$ cat src/rtl/uram_row_arbiter_pkg.sv
`default_nettype none
// =============================================================================
// Package  : uram_row_arbiter_pkg
// Brief    : Shared types and defaults for the row URAM arbiter.
// Revision : 1.0
// =============================================================================
package uram_row_arbiter_pkg;

    localparam int ROW_NUM_CORES = 4;

    typedef enum logic [1:0] {
        IDLE    = 2'd0,
        GRANT   = 2'd1,
        OWNED   = 2'd2,
        RELEASE = 2'd3
    } arb_state_t;

endpackage
`default_nettype wire

$ cat src/rtl/rr_priority_picker.sv
`default_nettype none
// =============================================================================
// Module   : rr_priority_picker
// Brief    : Combinational round-robin pick: first request at or after i_ptr.
// Revision : 1.0
// =============================================================================
module rr_priority_picker
    import uram_row_arbiter_pkg::*;
#(
    parameter int NUM_REQ = ROW_NUM_CORES
) (
    input  logic [NUM_REQ-1:0]         i_req,
    input  logic [$clog2(NUM_REQ)-1:0] i_ptr,
    output logic [NUM_REQ-1:0]         o_onehot,
    output logic [$clog2(NUM_REQ)-1:0] o_idx,
    output logic                       o_valid
);

    localparam int               c_IW = $clog2(NUM_REQ);
    localparam logic [c_IW:0]    c_N  = (c_IW + 1)'(NUM_REQ);

    logic [c_IW:0]   w_sum;
    logic [c_IW-1:0] w_pos;

    always_comb begin
        o_onehot = '0;
        o_idx    = '0;
        o_valid  = 1'b0;
        w_sum    = '0;
        w_pos    = '0;
        for (int i = 0; i < NUM_REQ; i++) begin
            // Wrap ptr+i back into range without a modulo operator.
            w_sum = {1'b0, i_ptr} + (c_IW + 1)'(i);
            if (w_sum >= c_N) begin
                w_sum = w_sum - c_N;
            end
            w_pos = w_sum[c_IW-1:0];
            if (!o_valid && i_req[w_pos]) begin
                o_valid         = 1'b1;
                o_idx           = w_pos;
                o_onehot[w_pos] = 1'b1;
            end
        end
    end

endmodule
`default_nettype wire

$ cat src/rtl/uram_row_arbiter.sv
`default_nettype none
// =============================================================================
// Module   : uram_row_arbiter
// Brief    : Round-robin owner of a row's shared URAM port, gated on drain.
// Revision : 1.0
// =============================================================================
module uram_row_arbiter
    import uram_row_arbiter_pkg::*;
#(
    parameter int NUM_CORES    = ROW_NUM_CORES,
    parameter int ADDR_W       = 12,
    parameter int DATA_W       = 32,
    parameter int LOCK_TIMEOUT = 64
) (
    input  logic                              clk,
    input  logic                              reset,
    input  logic [NUM_CORES-1:0]              i_core_req,
    input  logic [NUM_CORES-1:0]              i_core_locked,
    output logic [NUM_CORES-1:0]              o_core_grant,
    input  logic [NUM_CORES-1:0]              i_core_uram_en,
    input  logic [NUM_CORES-1:0]              i_core_uram_wr_en,
    input  logic [NUM_CORES-1:0][ADDR_W-1:0]  i_core_uram_addr,
    input  logic [NUM_CORES-1:0][DATA_W-1:0]  i_core_uram_wr_data,
    output logic                              o_uram_en,
    output logic                              o_uram_wr_en,
    output logic [ADDR_W-1:0]                 o_uram_addr,
    output logic [DATA_W-1:0]                 o_uram_wr_data,
    input  logic                              i_drain_done,
    output logic                              o_uram_emptied,
    output logic [ADDR_W:0]                   o_wr_count,
    output logic [$clog2(NUM_CORES)-1:0]      o_owner,
    output logic                              o_busy
);

    localparam int               c_OW     = $clog2(NUM_CORES);
    localparam int               c_TW     = $clog2(LOCK_TIMEOUT + 1);
    localparam logic [ADDR_W:0]  c_WR_MAX = {1'b1, {ADDR_W{1'b0}}};
    localparam logic [c_OW-1:0]  c_LAST   = c_OW'(NUM_CORES - 1);
    localparam logic [c_TW-1:0]  c_TMO    = c_TW'(LOCK_TIMEOUT);

    arb_state_t             r_state;
    logic [NUM_CORES-1:0]   r_grant;
    logic [NUM_CORES-1:0]   r_owner_onehot;
    logic [c_OW-1:0]        r_owner;
    logic [c_OW-1:0]        r_ptr;
    logic [c_TW-1:0]        r_timer;
    logic                   r_locked_prev;
    logic                   r_emptied;
    logic [ADDR_W:0]        r_wr_count;
    logic                   r_drain_pending;
    logic                   r_uram_en;
    logic                   r_uram_wr_en;
    logic [ADDR_W-1:0]      r_uram_addr;
    logic [DATA_W-1:0]      r_uram_wr_data;

    logic [NUM_CORES-1:0]   w_pick_onehot;
    logic [c_OW-1:0]        w_pick_idx;
    logic                   w_pick_valid;
    logic                   w_owner_locked;
    logic                   w_owner_write;

    rr_priority_picker #(
        .NUM_REQ (NUM_CORES)
    ) u_picker (
        .i_req    (i_core_req),
        .i_ptr    (r_ptr),
        .o_onehot (w_pick_onehot),
        .o_idx    (w_pick_idx),
        .o_valid  (w_pick_valid)
    );

    assign w_owner_locked = i_core_locked[r_owner];
    assign w_owner_write  = i_core_uram_en[r_owner] & i_core_uram_wr_en[r_owner];

    always_ff @(posedge clk) begin
        if (reset) begin
            r_state         <= IDLE;
            r_grant         <= '0;
            r_owner_onehot  <= '0;
            r_owner         <= '0;
            r_ptr           <= '0;
            r_timer         <= '0;
            r_locked_prev   <= 1'b0;
            r_emptied       <= 1'b1;
            r_wr_count      <= '0;
            r_drain_pending <= 1'b0;
            r_uram_en       <= 1'b0;
            r_uram_wr_en    <= 1'b0;
            r_uram_addr     <= '0;
            r_uram_wr_data  <= '0;
        end else begin
            r_locked_prev <= w_owner_locked;
            case (r_state)
                IDLE: begin
                    r_grant <= '0;
                    r_timer <= '0;
                    if (i_drain_done) begin
                        r_emptied       <= 1'b1;
                        r_wr_count      <= '0;
                        r_drain_pending <= 1'b0;
                    end
                    // Uses the pre-drain emptied flag, so a coincident drain delays arbitration by one cycle.
                    if (r_emptied && w_pick_valid) begin
                        r_owner        <= w_pick_idx;
                        r_owner_onehot <= w_pick_onehot;
                        r_state        <= GRANT;
                    end
                end
                GRANT: begin
                    if (i_drain_done) begin
                        r_drain_pending <= 1'b1;
                    end
                    if (w_owner_locked) begin
                        r_grant <= r_owner_onehot;
                        r_state <= OWNED;
                    end else if (r_timer == c_TMO) begin
                        r_grant <= '0;
                        r_state <= RELEASE;
                    end else begin
                        r_grant <= r_owner_onehot;
                        r_timer <= r_timer + c_TW'(1);
                    end
                end
                OWNED: begin
                    r_uram_en      <= i_core_uram_en[r_owner];
                    r_uram_wr_en   <= i_core_uram_wr_en[r_owner];
                    r_uram_addr    <= i_core_uram_addr[r_owner];
                    r_uram_wr_data <= i_core_uram_wr_data[r_owner];
                    if (w_owner_write) begin
                        r_emptied <= 1'b0;
                        if (r_wr_count != c_WR_MAX) begin
                            r_wr_count <= r_wr_count + (ADDR_W + 1)'(1);
                        end
                    end
                    if (i_drain_done) begin
                        r_drain_pending <= 1'b1;
                    end
                    if (r_locked_prev && !w_owner_locked) begin
                        r_state <= RELEASE;
                    end
                end
                RELEASE: begin
                    r_grant        <= '0;
                    r_uram_en      <= 1'b0;
                    r_uram_wr_en   <= 1'b0;
                    r_uram_addr    <= '0;
                    r_uram_wr_data <= '0;
                    r_ptr          <= (r_owner == c_LAST) ? '0 : r_owner + c_OW'(1);
                    r_state        <= IDLE;
                    if (r_drain_pending || i_drain_done) begin
                        r_emptied       <= 1'b1;
                        r_wr_count      <= '0;
                        r_drain_pending <= 1'b0;
                    end
                end
                default: r_state <= IDLE;
            endcase
        end
    end

    assign o_core_grant   = r_grant;
    assign o_uram_en      = r_uram_en;
    assign o_uram_wr_en   = r_uram_wr_en;
    assign o_uram_addr    = r_uram_addr;
    assign o_uram_wr_data = r_uram_wr_data;
    assign o_uram_emptied = r_emptied;
    assign o_wr_count     = r_wr_count;
    assign o_owner        = r_owner;
    assign o_busy         = (r_state != IDLE);

endmodule
`default_nettype wire

$ cat config.mk
export PLATFORM = sky130hd
export DESIGN_NAME = uram_row_arbiter
export DESIGN_NICKNAME = d
export VERILOG_FILES = /design/src/rtl/uram_row_arbiter_pkg.sv /design/src/rtl/rr_priority_picker.sv /design/src/rtl/uram_row_arbiter.sv
export SDC_FILE = /design/constraint.sdc
export NUM_CORES = 1
export LEC_CHECK = 0
export CORE_MARGIN = 2
export CORE_UTILIZATION = 44
export CTS_CLUSTER_SIZE = 40
export DETAILED_ROUTE_END_ITERATION = 10
export PLACE_DENSITY = 0.92
export SYNTH_ARGS = -nofsm -noshare
export SYNTH_HDL_FRONTEND = slang
export SYNTH_SLANG_ARGS = --single-unit
$ cat constraint.sdc
create_clock -name clk -period 5.63 [get_ports clk]
set_input_delay 0.563 -clock clk [delete_from_list [all_inputs] [get_ports clk]]
set_output_delay 0.563 -clock clk [all_outputs]
set_load 0.02 [all_outputs]
### After elaboration in Yosys (flattened, before gate mapping)

Cells that the tools add are included.
W data, S select, Z words.

| word-level totals | value |
|---|---|
| register bits | 83 |
| bits of input ports | 195 |
| output and inout port bits | 67 |

| operators by class | value |
|---|---|
| add/sub/neg operators | 10 |
| $lt $le $gt $ge | 13 |
| eq/ne operators | 16 |
| mux-type cells | 70 |
| bitwise logic cells | 4 |
| reduce and logical (&&, ||, !) cells | 28 |

Operators with widths:

| operator | number |
|---|---|
| $bmux W32 S2 | 1 |
| $pmux W32 S2 | 1 |
| $mux W13 | 4 |
| $pmux W13 S3 | 1 |
| $mux W32 | 1 |
| $mux W2 | 13 |
| $bmux W12 S2 | 1 |
| $mux W4 | 6 |
| $pmux W12 S2 | 1 |
| $mux W1 | 20 |
| $ne A2 B2 Y1 const B | 8 |
| $lt A2 B3 Y1 const B | 5 |
| $bmux W1 S2 | 7 |
| $mux W7 | 2 |
| $pmux W7 S2 | 1 |
| $add A13 B1 Y13 const B | 1 |
| $ne A13 B13 Y1 const B | 1 |
| $mux W12 | 1 |
| $or A4 B4 Y4 | 3 |
| $ge A3 B3 Y1 const B | 3 |
| $logic_and A1 B1 Y1 | 9 |
| $reduce_and A3 Y1 | 3 |
| $demux W1 S2 | 4 |
| $ge A2 B1 Y1 const B | 4 |
| 25 further kinds | 40 |

### Logic depth before layout (Yosys ltp)

Gate-level depths: netlist (run 1).

| logic depth | value |
|---|---|
| word-level depth | 17 |
| gate-level depth with buffers | 11 |
| mapped depth without buffers | 7 |

### Cells and area by module

A second synthesis (run 1) with hierarchy kept.

| second synthesis, totals | value |
|---|---|
| cells, all modules | 473 |
| area, all modules | 5046.1 um^2 |

Modules (own cells, without submodules):

| module | instances | cells each | area each (um^2) | seq. area each (um^2) |
|---|---|---|---|---|
| uram_row_arbiter | 1 | 428 | 4624.4 | 1661.6 |
| rr_priority_picker | 1 | 45 | 421.7 | 0.0 |

### Worst setup path after synthesis (run 1)

OpenSTA, ideal clock, no wires.

| timing | value |
|---|---|
| kind | flip-flop to flip-flop |
| start point | register r_ptr[0] |
| end point | register r_owner[0] (netlist: o_owner[0]) |
| library setup time | 0.101 ns |
| data arrival time | 2.331 ns |
| slack | 3.198 ns |
| cell stages (with the launch flop) | 11 |
| path buffers | 3 |
| period minus slack after synthesis | 2.432 ns |
| cells stage by stage | dfxtp_1 -> clkbuf_1 -> buf_2 -> inv_1 -> ha_1 -> buf_2 -> mux2i_1 -> mux2_2 -> nor2_2 -> mux2i_1 -> o41ai_1 |

| on the way | value |
|---|---|
| longest elaborated chain between the ends | 16 |

RTL lines:

| item | line | text |
|---|---|---|
| start, declared | uram_row_arbiter.sv:45 | `logic [c_OW-1:0] r_ptr;` |
| start signal, assigned | uram_row_arbiter.sv:148 | `r_ptr <= (r_owner == c_LAST) ? '0 : r_owner + c_OW'(1);` |
| parallel branches: the longest is 16 deep, another holds $add A2 B1 Y3 | - |  |
| end signal, assigned | uram_row_arbiter.sv:104 | `r_owner <= w_pick_idx;` |
| end, declared | uram_row_arbiter.sv:44 | `logic [c_OW-1:0] r_owner;` |

Several ways; the timed one is not identified. The select of a mux whose other input is x is not followed.
A chain may end at the register's enable or synchronous reset.

### Worst setup path in the final report (run 1)

Same ends and word-level chain as after synthesis.

==> results of run 1 <==
==> routing by layer <==
metal / track usage / wire length (um) / up-vias
li1: - / - / 2278
met1: 0.321 / 6420 / 2317
met2: 0.473 / 8520 / 223
met3: 0.0596 / 1260 / 26
met4: 0.0831 / 367 / 0
met5: 0 / 0 / -
==> sequential cells by signal (all words and copies together) (netlist names) <==
register,cells
o_core_grant,4
o_owner,2
o_uram_addr,12
o_uram_emptied,1
o_uram_en,1
o_uram_wr_data,32
o_uram_wr_en,1
o_wr_count,13
r_drain_pending,1
r_locked_prev,1
r_owner_onehot,4
r_ptr,2
r_state,2
r_timer,7
==> synth_stat cells (all sizes together) (2+ instances only) <==
| cell type | count |
|---|---|
| a311oi | 6 |
| or2 | 3 |
| nor3 | 7 |
| xnor2 | 12 |
| clkbuf | 18 |
| nand4 | 6 |
| a211oi | 3 |
| dfxtp | 83 |
| nand2 | 28 |
| o21ai | 6 |
| nor3b | 4 |
| o31ai | 2 |
| or3b | 2 |
| ha | 16 |
| inv | 14 |
| mux2i | 55 |
| a21oi | 5 |
| a22oi | 5 |
| and3 | 3 |
| mux4 | 47 |
| nand3b | 3 |
| buf | 19 |
| xor2 | 5 |
| or3 | 3 |
| nor2b | 3 |
| o41ai | 2 |
| and4 | 2 |
| nand3 | 5 |
| nor2 | 91 |
| a221oi | 5 |
| nor4b | 2 |
| or4b | 2 |
| nor4 | 9 |
| nand2b | 3 |
==> stage by stage <==
step,hold slack (ns),worst slack [ns],instances,instance area [sq um]
after floorplan,0.466,3.20,492,5060
after global placement,0.474,2.88,860,7710
after detailed placement,0.485,2.69,860,7710
after CTS,0.501,2.67,876,8010
after global routing,0.517,2.38,876,8010
final,0.496,2.64,876,8010
==> cell usage in the layout (no fill, tap or decap), drive strengths merged, types with 4 or more instances in the layout <==
cell type,instances
nor3,7
inv,15
a22oi,5
xnor2,12
ha,16
dfxtp,83
mux2i,55
nor3b,4
a221oi,5
a21oi,5
nand4,6
a311oi,6
nand2,28
nand3,5
clkbuf,12
o21ai,6
xor2,5
clkdlybuf4s50,261
mux4,47
nor4,9
nor2,91
==> worst max-delay path by stage <==
| stage | slack (ns) | depth (start not counted) | endpoint |
|---|---|---|---|
| after global placement | 2.88 | 6 | o_owner[1]$_SDFFE_PP0P_ |
| after floorplan | 3.20 | 10 | o_owner[0]$_SDFFE_PP0P_ |
| after CTS | 2.67 | 7 | o_owner[0]$_SDFFE_PP0P_ |
| after global routing | 2.38 | 7 | r_owner_onehot[1]$_SDFFE_PP0P_ |
| final | 2.64 | 7 | o_owner[0]$_SDFFE_PP0P_ |
| after detailed placement | 2.69 | 7 | o_owner[0]$_SDFFE_PP0P_ |
==> kinds of logic (layout without fill, tap and decap cells) <==
logic type / count (synthesis) / after routing
AO/OA/AOI/OAI: 42 / 42
XOR/XNOR: 17 / 17
adder cells (fa/ha/maj): 16 / 16
buffers and inverters: 51 / 292
flip-flops: 83 / 83
multiplexers: 103 / 103
AND/OR/NAND/NOR: 180 / 180
==> area by class of cell <==
| class | count | area, sq um |
|---|---|---|
| Fill cell | 819 | 3310 |
| Multi-Input combinational cell | 358 | 3200 |
| Tap cell | 143 | 179 |
| Inverter | 14 | 52.6 |
| Clock inverter | 4 | 48.8 |
| Timing Repair Buffer | 262 | 2620 |
| Sequential cell | 83 | 1670 |
| Clock buffer | 12 | 246 |
==> worst reg2reg max path: stages (launching register included) <==
cell and delay, ns:
dfxtp_1 0.72, inv_1 0.25, ha_1 0.69, mux2i_1 0.19, mux2_2 0.33, nor2_2 0.22, mux2i_1 0.11, o41ai_1 0.36
==> power by group <==
| group | internal (mW) | switching [mW] | total, mW | leakage, nW |
|---|---|---|---|---|
| Sequential | 0.687 | 0.129 | 0.816 | 0.675 |
| Clock | 0.356 | 0.227 | 0.583 | 0.143 |
| Combinational | 0.644 | 0.574 | 1.22 | 1.92 |
| Total | 1.69 | 0.931 | 2.62 | 2.74 |
==> impl_metrics.toml, run 1 <==
[outcome]
status = "complete, no violations"

[synth]
synthXorXnorAreaFrac = 0.0294
synth_top_family_by_area = "multiplexers"
synthAdderAreaFrac = 0.0395
netlist_area_sq_um = 5060
yosysUniqueCellTypes = 57
synth_enable_flop_cells = 0
synth_area_leader_cell = "dfxtp_1"
synth_nets = 703
synth_compound_area_frac = 0.0667
yosysWarnings = 0
netlist_top_cells_area = "dfxtp_1, mux4_2, mux2i_1, nor2_1, ha_1"
synth-simple-area-share = 0.173
ys_seq_elements = 83
seq_area_frac_synth = 0.328
ys_async_sr_fraction = 0
syn_avg_cell_area_sq_um = 10.3
synth_ff_type = "dfxtp_1"
yosysTopAreaCellShare = 0.328
synthCells = 492
muxShareOfSynthArea = 0.320

[grt]
grt_util_all_layers = 0.266
grt_pass1_wl_um = 26500
overflow = 0
grt_pass1_vias = 5008
antenna_found_initial = 0
grt_max_degree = 52

[power]
peakVddDrop_v = 0.000266
finalPower_mw = 2.62
p_leak_nw = 2.74
powerDensity_nw_per_um2 = 327

[min_path]
min_delay_path_depth = 2
min_from = "r_owner_onehot[3]$_SDFFE_PP0P_"
hold_class = "register to register"
worstHoldEndpoint = "o_core_grant[3]$_SDFFE_PP0P_"

[floorplan]
core_area_sq_um = 11300
rows = 39
die_area_sq_um = 12400
start_util = 0.447
die_y_um = 111
pin_count = 262
fp.dieW_um = 111

[layout]
insertedDiodeCount = 0
drive_above_1_share = 0.104
post-route-util = 0.708
area_delta_synth_final_pct = 58.2
final_nets = 939

[clocking]
cts_htree_levels = 3
clockBufferDepth = 2
cts_sinks = 83
postCtsResizedCells = 0
clk_latency_ns = 0.33
cts_setup_buffers = 0
ctsRootBufferMaster = "clkbuf_16"
clk_pin_slew_ns = 0.05
numCtsBuffers = 9
cts_tree = "done"
cts_hold_buf = 0

[critical_path]
cp-start-kind = "register"
rrSetupSlack_ns = 2.64
slowest_delay_ns = 0.72
cp_max_fo = 19
rr_worst_depth = 7
crit_top_cell = "mux2i_1"
r2r-start = "r_ptr[0]$_SDFFE_PP0P_"
cp_slowest_cell = "dfxtp_1"
path_buf_inv = 1
worstPathRequired_ns = 5.83
crit_start = "r_ptr[0]$_SDFFE_PP0P_"
arrival_ns = 3.19
path_cells = "inv_1 > ha_1 > mux2i_1 > mux2_2 > nor2_2 > mux2i_1 > o41ai_1"
path_delay_family = "flip-flops"
criticalPathCategory = "register to register"
rr_endpoint = "o_owner[0]$_SDFFE_PP0P_"
end_kind = "register"

[flow_run]
drv_cap = 0

[route]
drcViolationCount = 0
finalWirelength_um = 16600
dr.first_iter.drc_count = 276
num_vias = 4844
vias_per_cell = 5.53
ant_nets = 0
drt_first_pass_iters = 4
wl_per_cell_um = 18.9

[timing]
skew_ns = 0.0109
max_freq_mhz = 334
hold_violations = 0
period_share = 0.531
rsz0062_at_grt = "false"
setup_viol = 0
slew_violations = 0
tns_ns = 0
period_needed_ns = 2.99
relSlewSlack = 0.341
worst_pin_slew_ns = 0.988

[place]
io_buffers = 261
place_congestion = 0.850
dp_hpwl_um = 13000
(Power assumes the default switching activity.)
==> run 2, diff against run 1 <==
Settings changed: CORE_UTILIZATION 44 to 40, PLACE_DENSITY 0.92 to 0.85.
Clock period 5.63 ns to 3.1 ns, I/O delays scaled along.
==> run 2 against run 1 <==
  * Clock skew shrank 0.0044 ns
  * Clock power grew 84%
  * Sequential power grew 73%
  * Non-clock buffer count grew 11
  * Core utilization shrank 5.4 points
  * Critical path type is now register to primary output
  * Highest routed layer unchanged
==> impl_metrics.toml, run 2 (synthesis results as in run 1) <==
[critical_path]
r2r-start = "r_ptr[1]$_SDFFE_PP0P_"
arrival_ns = 2.16
rrSetupSlack_ns = 0.65
criticalPathCategory = "register to primary output"
rr_endpoint = "r_owner_onehot[1]$_SDFFE_PP0P_"
rr_worst_depth = 7
worstPathRequired_ns = 2.79
cp-start-kind = "register"
cp_max_fo = 33
end_kind = "primary output"

[route]
highest_layer = "met4"
num_vias = 4917
dr.first_iter.drc_count = 281
drt_first_pass_iters = 5
vias_per_cell = 5.37
wl_per_cell_um = 18.6
dr_wl_met2_um = 8780
ant_nets = 0
finalWirelength_um = 17000
dr_wl_met3_um = 1350
wl_met1_um = 6560
drcViolationCount = 0

[timing]
rsz0062_at_grt = "false"
relSlewSlack = 0.442
max_freq_mhz = 404
period_share = 0.798
skew_ns = 0.00657
setup_viol = 0
hold_violations = 0
slew_violations = 0
tns_ns = 0
period_needed_ns = 2.47
worst_pin_slew_ns = 0.825
fin_hold_ws_ns = 0.494

[outcome]
status = "complete, no violations"

[floorplan]
start_util = 0.406
die_y_um = 117
fp.dieW_um = 117
pin_count = 262
core_area_sq_um = 12500
rows = 41
die_area_sq_um = 13600

[clocking]
cts_htree_levels = 3
cts_setup_buffers = 0
cts_hold_buf = 0
cts_sinks = 83
ctsRootBufferMaster = "clkbuf_16"
numCtsBuffers = 9
clk_pin_slew_ns = 0.06
clockBufferDepth = 2
cts_tree = "done"
clk_latency_ns = 0.33
postCtsResizedCells = 0

[min_path]
worstHoldEndpoint = "o_uram_addr[10]$_SDFFE_PP0P_"
min_from = "o_uram_addr[10]$_SDFFE_PP0P_"
hold_class = "register to register"
min_delay_path_depth = 2

[layout]
largest_reg_flops = 32
fillers = 957
area_delta_synth_final_pct = 60.9
final_common_cell = "clkdlybuf4s50_1"
drive_above_1_share = 0.118
post-route-util = 0.653
fin_area_sq_um = 8140
multi_input_area_sq_um = 3200
seqCellArea_sq_um = 1670
insertedDiodeCount = 0
final_cell_mix = "clkdlybuf4s50_1, nor2_1, dfxtp_1"
final_nets = 950

[grt]
grt_util_all_layers = 0.236
overflow = 0
grt_pass1_vias = 4923
grt_max_degree = 37
grt_pass1_wl_um = 24800
antenna_found_initial = 0

[flow_run]
drv_cap = 0

[power]
peakVddDrop_v = 0.000310
powerDensity_nw_per_um2 = 591
p_leak_nw = 2.80
finalPower_mw = 4.82

[place]
io_buffers = 261
dpl_cell_area_sq_um = 7830
place_congestion = 0.856
dp_hpwl_um = 13300
-- run 2: cell count changes in the layout (fill, tap and decap cells not counted) --
cell | before | now
buf_4 | 1 | 12
clkbuf_8 | 1 | 3
bufinv_16 | 1 | 0
clkbuf_1 | 2 | 1
clkbuf_16 | 9 | 10
clkinv_2 | 1 | 0
clkinvlp_4 | 1 | 2
inv_4 | 1 | 0
-- run 2: through the flow --
step	setup WS [ns]	cells
after floorplan	0.668	492
after CTS	0.574	916
after global placement	0.711	900
after global routing	0.399	916
after detailed placement	0.574	900
final	0.627	916
-- run 2: layer usage --
layer  vias up  GRT usage
met4         0     0.0817
met5         -          0
met3        24     0.0607
li1       2305          -
met2       207      0.414
met1      2381      0.280
-- run 2: where the power goes --
part	total, mW	switching [mW]	internal, mW
Combinational	2.34	1.14	1.19
Clock	1.07	0.409	0.658
Sequential	1.41	0.164	1.25
-- run 2: worst max path at each step --
stage	cells after the start	end	from
floorplan	10	o_owner[0]$_SDFFE_PP0P_	r_ptr[0]$_SDFFE_PP0P_
global placement	6	o_owner[1]$_SDFFE_PP0P_	i_core_req[3]
detailed placement	6	o_owner[1]$_SDFFE_PP0P_	i_core_req[3]
CTS	2	o_owner[1]	o_owner[1]$_SDFFE_PP0P_
global route	7	r_owner_onehot[1]$_SDFFE_PP0P_	r_ptr[1]$_SDFFE_PP0P_
finish	2	o_owner[1]	o_owner[1]$_SDFFE_PP0P_
-- run 2: critical path: stages (launching register included) --
cell             delay, ns
dfxtp_2               0.63
buf_4                 0.50
clkdlybuf4s50_1       0.70
-- run 2: final cells by class --
class	count	area share
tap	172	0.0264
sequential	83	0.205
multi-input combinational	358	0.393
inverter	14	0.00645
clock inverter	2	0.00184
clock buffer	14	0.0363
timing repair buffer	273	0.332
==> run 3, diff against run 2 <==
Clock period 3.1 ns to 2.6 ns, I/O delays scaled along.
==> run 3 against run 2 <==
  * Worst hold slack worse by 0.0041 ns
  * Sequential share of layout area up 0.060 points
  * Global-route usage down 1.1 points
  * Critical path depth up 5
  * Wire length down 3.5%
  * Sequential power up 19%
  * Power up 17%
  * Clock skew up 0.0048 ns
  * Via count down 0.55%
  * Critical endpoint is now o_owner[0]$_SDFFE_PP0P_
  * Largest cell class unchanged
  * Largest power group unchanged
==> impl_metrics.toml, run 3 (synthesis results as in run 1) <==
[layout]
largest_reg_flops = 32
final_common_cell = "clkdlybuf4s50_1"
insertedDiodeCount = 0
fin_area_sq_um = 8120
final_cell_mix = "clkdlybuf4s50_1, nor2_1, dfxtp_1"
fillers = 964
multi_input_area_sq_um = 3200
seqCellArea_sq_um = 1670
area_delta_synth_final_pct = 60.4
final_nets = 950
drive_above_1_share = 0.116

[timing]
fin_hold_ws_ns = 0.490
worst_pin_slew_ns = 0.933
tns_ns = 0
period_needed_ns = 2.44
hold_violations = 0
max_freq_mhz = 410
setup_ws_ns = 0.159
skew_ns = 0.0113
rsz0062_at_grt = "false"
relSlewSlack = 0.378
slew_violations = 0
setup_viol = 0
period_share = 0.939

[floorplan]
start_util = 0.406
rows = 41
pin_count = 262
die_y_um = 117
fp.dieW_um = 117
die_area_sq_um = 13600
core_area_sq_um = 12500

[clocking]
numCtsBuffers = 9
cts_sinks = 83
postCtsResizedCells = 0
cts_setup_buffers = 0
cts_htree_levels = 3
clk_latency_ns = 0.33
cts_tree = "done"
ctsRootBufferMaster = "clkbuf_16"
clk_pin_slew_ns = 0.06
clockBufferDepth = 2
cts_hold_buf = 0

[min_path]
worstHoldEndpoint = "o_uram_wr_data[29]$_SDFFE_PP0P_"
hold_class = "register to register"
min_from = "o_uram_wr_data[29]$_SDFFE_PP0P_"
min_delay_path_depth = 2

[place]
io_buffers = 261
place_congestion = 0.916
detailedPlace.worstSlack_ns = 0.185
dp_hpwl_um = 13000
dpl_cell_area_sq_um = 7850

[power]
p_leak_nw = 2.80
peakVddDrop_v = 0.000478
powerDensity_nw_per_um2 = 695

[critical_path]
criticalPathCategory = "register to register"
r2r-start = "r_ptr[1]$_SDFFE_PP0P_"
arrival_ns = 2.64
crit_top_cell = "mux2i_1"
path_cells = "inv_1 > ha_1 > mux2i_1 > mux2_2 > nor2_2 > mux2i_1 > o41ai_1"
end_kind = "register"
worstPathRequired_ns = 2.80
path_delay_family = "multiplexers"
cp_slowest_cell = "dfxtp_1"
rr_worst_depth = 7
path_buf_inv = 1
cp-start-kind = "register"
cp_max_fo = 10
rr_endpoint = "o_owner[0]$_SDFFE_PP0P_"
rrSetupSlack_ns = 0.16
slowest_delay_ns = 0.53

[grt]
overflow = 0
antenna_found_initial = 0
grt_pass1_vias = 4779
grt_util_all_layers = 0.224
grt_max_degree = 47
grt_pass1_wl_um = 23500

[flow_run]
drv_cap = 0

[route]
ant_nets = 0
finalWirelength_um = 16400
num_vias = 4890
wl_per_cell_um = 17.9
vias_per_cell = 5.34
drt_first_pass_iters = 4
dr.first_iter.drc_count = 206
drcViolationCount = 0

[outcome]
status = "complete, no violations"
run 3: area by class of cell:
cell class / count / share of cell area
repair buffers: 273 / 0.334
multi-input cells: 358 / 0.394
clock buffers: 14 / 0.0325
inverters: 14 / 0.00647
clock inverters: 2 / 0.00123
well taps: 172 / 0.0265
flip-flops and latches: 83 / 0.205
run 3: worst min-delay path, stage by stage (launching register included):
cell and delay [ns]:
dfxtp_1 0.32, mux2i_1 0.06, nor2_1 0.07
run 3: routing by layer:
| metal | track usage | vias to the layer above | share of wire |
|---|---|---|---|
| met1 | 0.253 | 2358 | 0.38 |
| met2 | 0.410 | 206 | 0.52 |
| li1 | - | 2298 | - |
| met3 | 0.0540 | 28 | 0.085 |
| met5 | 0 | - | 0 |
| met4 | 0.0817 | 0 | 0.020 |
run 3: power breakdown:
part           leakage, nW  switching [mW]  internal (mW)
Combinational         1.98            1.33           1.46
Sequential           0.675           0.192           1.49
Clock                0.137           0.476          0.697
run 3: worst max path at each step:
stage / start / to / slack (ns) / depth (start not counted)
floorplan: r_ptr[0]$_SDFFE_PP0P_ / o_owner[0]$_SDFFE_PP0P_ / 0.17 / 10
global placement: i_core_req[0] / o_owner[1]$_SDFFE_PP0P_ / 0.37 / 6
detailed placement: r_ptr[1]$_SDFFE_PP0P_ / o_owner[0]$_SDFFE_PP0P_ / 0.18 / 7
CTS: r_ptr[1]$_SDFFE_PP0P_ / o_owner[0]$_SDFFE_PP0P_ / 0.17 / 7
global route: r_ptr[1]$_SDFFE_PP0P_ / o_owner[0]$_SDFFE_PP0P_ / 0.02 / 7
finish: r_ptr[1]$_SDFFE_PP0P_ / o_owner[0]$_SDFFE_PP0P_ / 0.16 / 7
run 3: through the flow:
step	total power, mW	std cells	util
6_report	5.64	916	0.651
5_1_grt	5.96	916	0.651
4_1_cts	5.69	916	0.651
3_5_place_dp	4.50	900	0.629
3_3_place_gp	4.41	900	0.629
2_1_floorplan	3.47	492	-
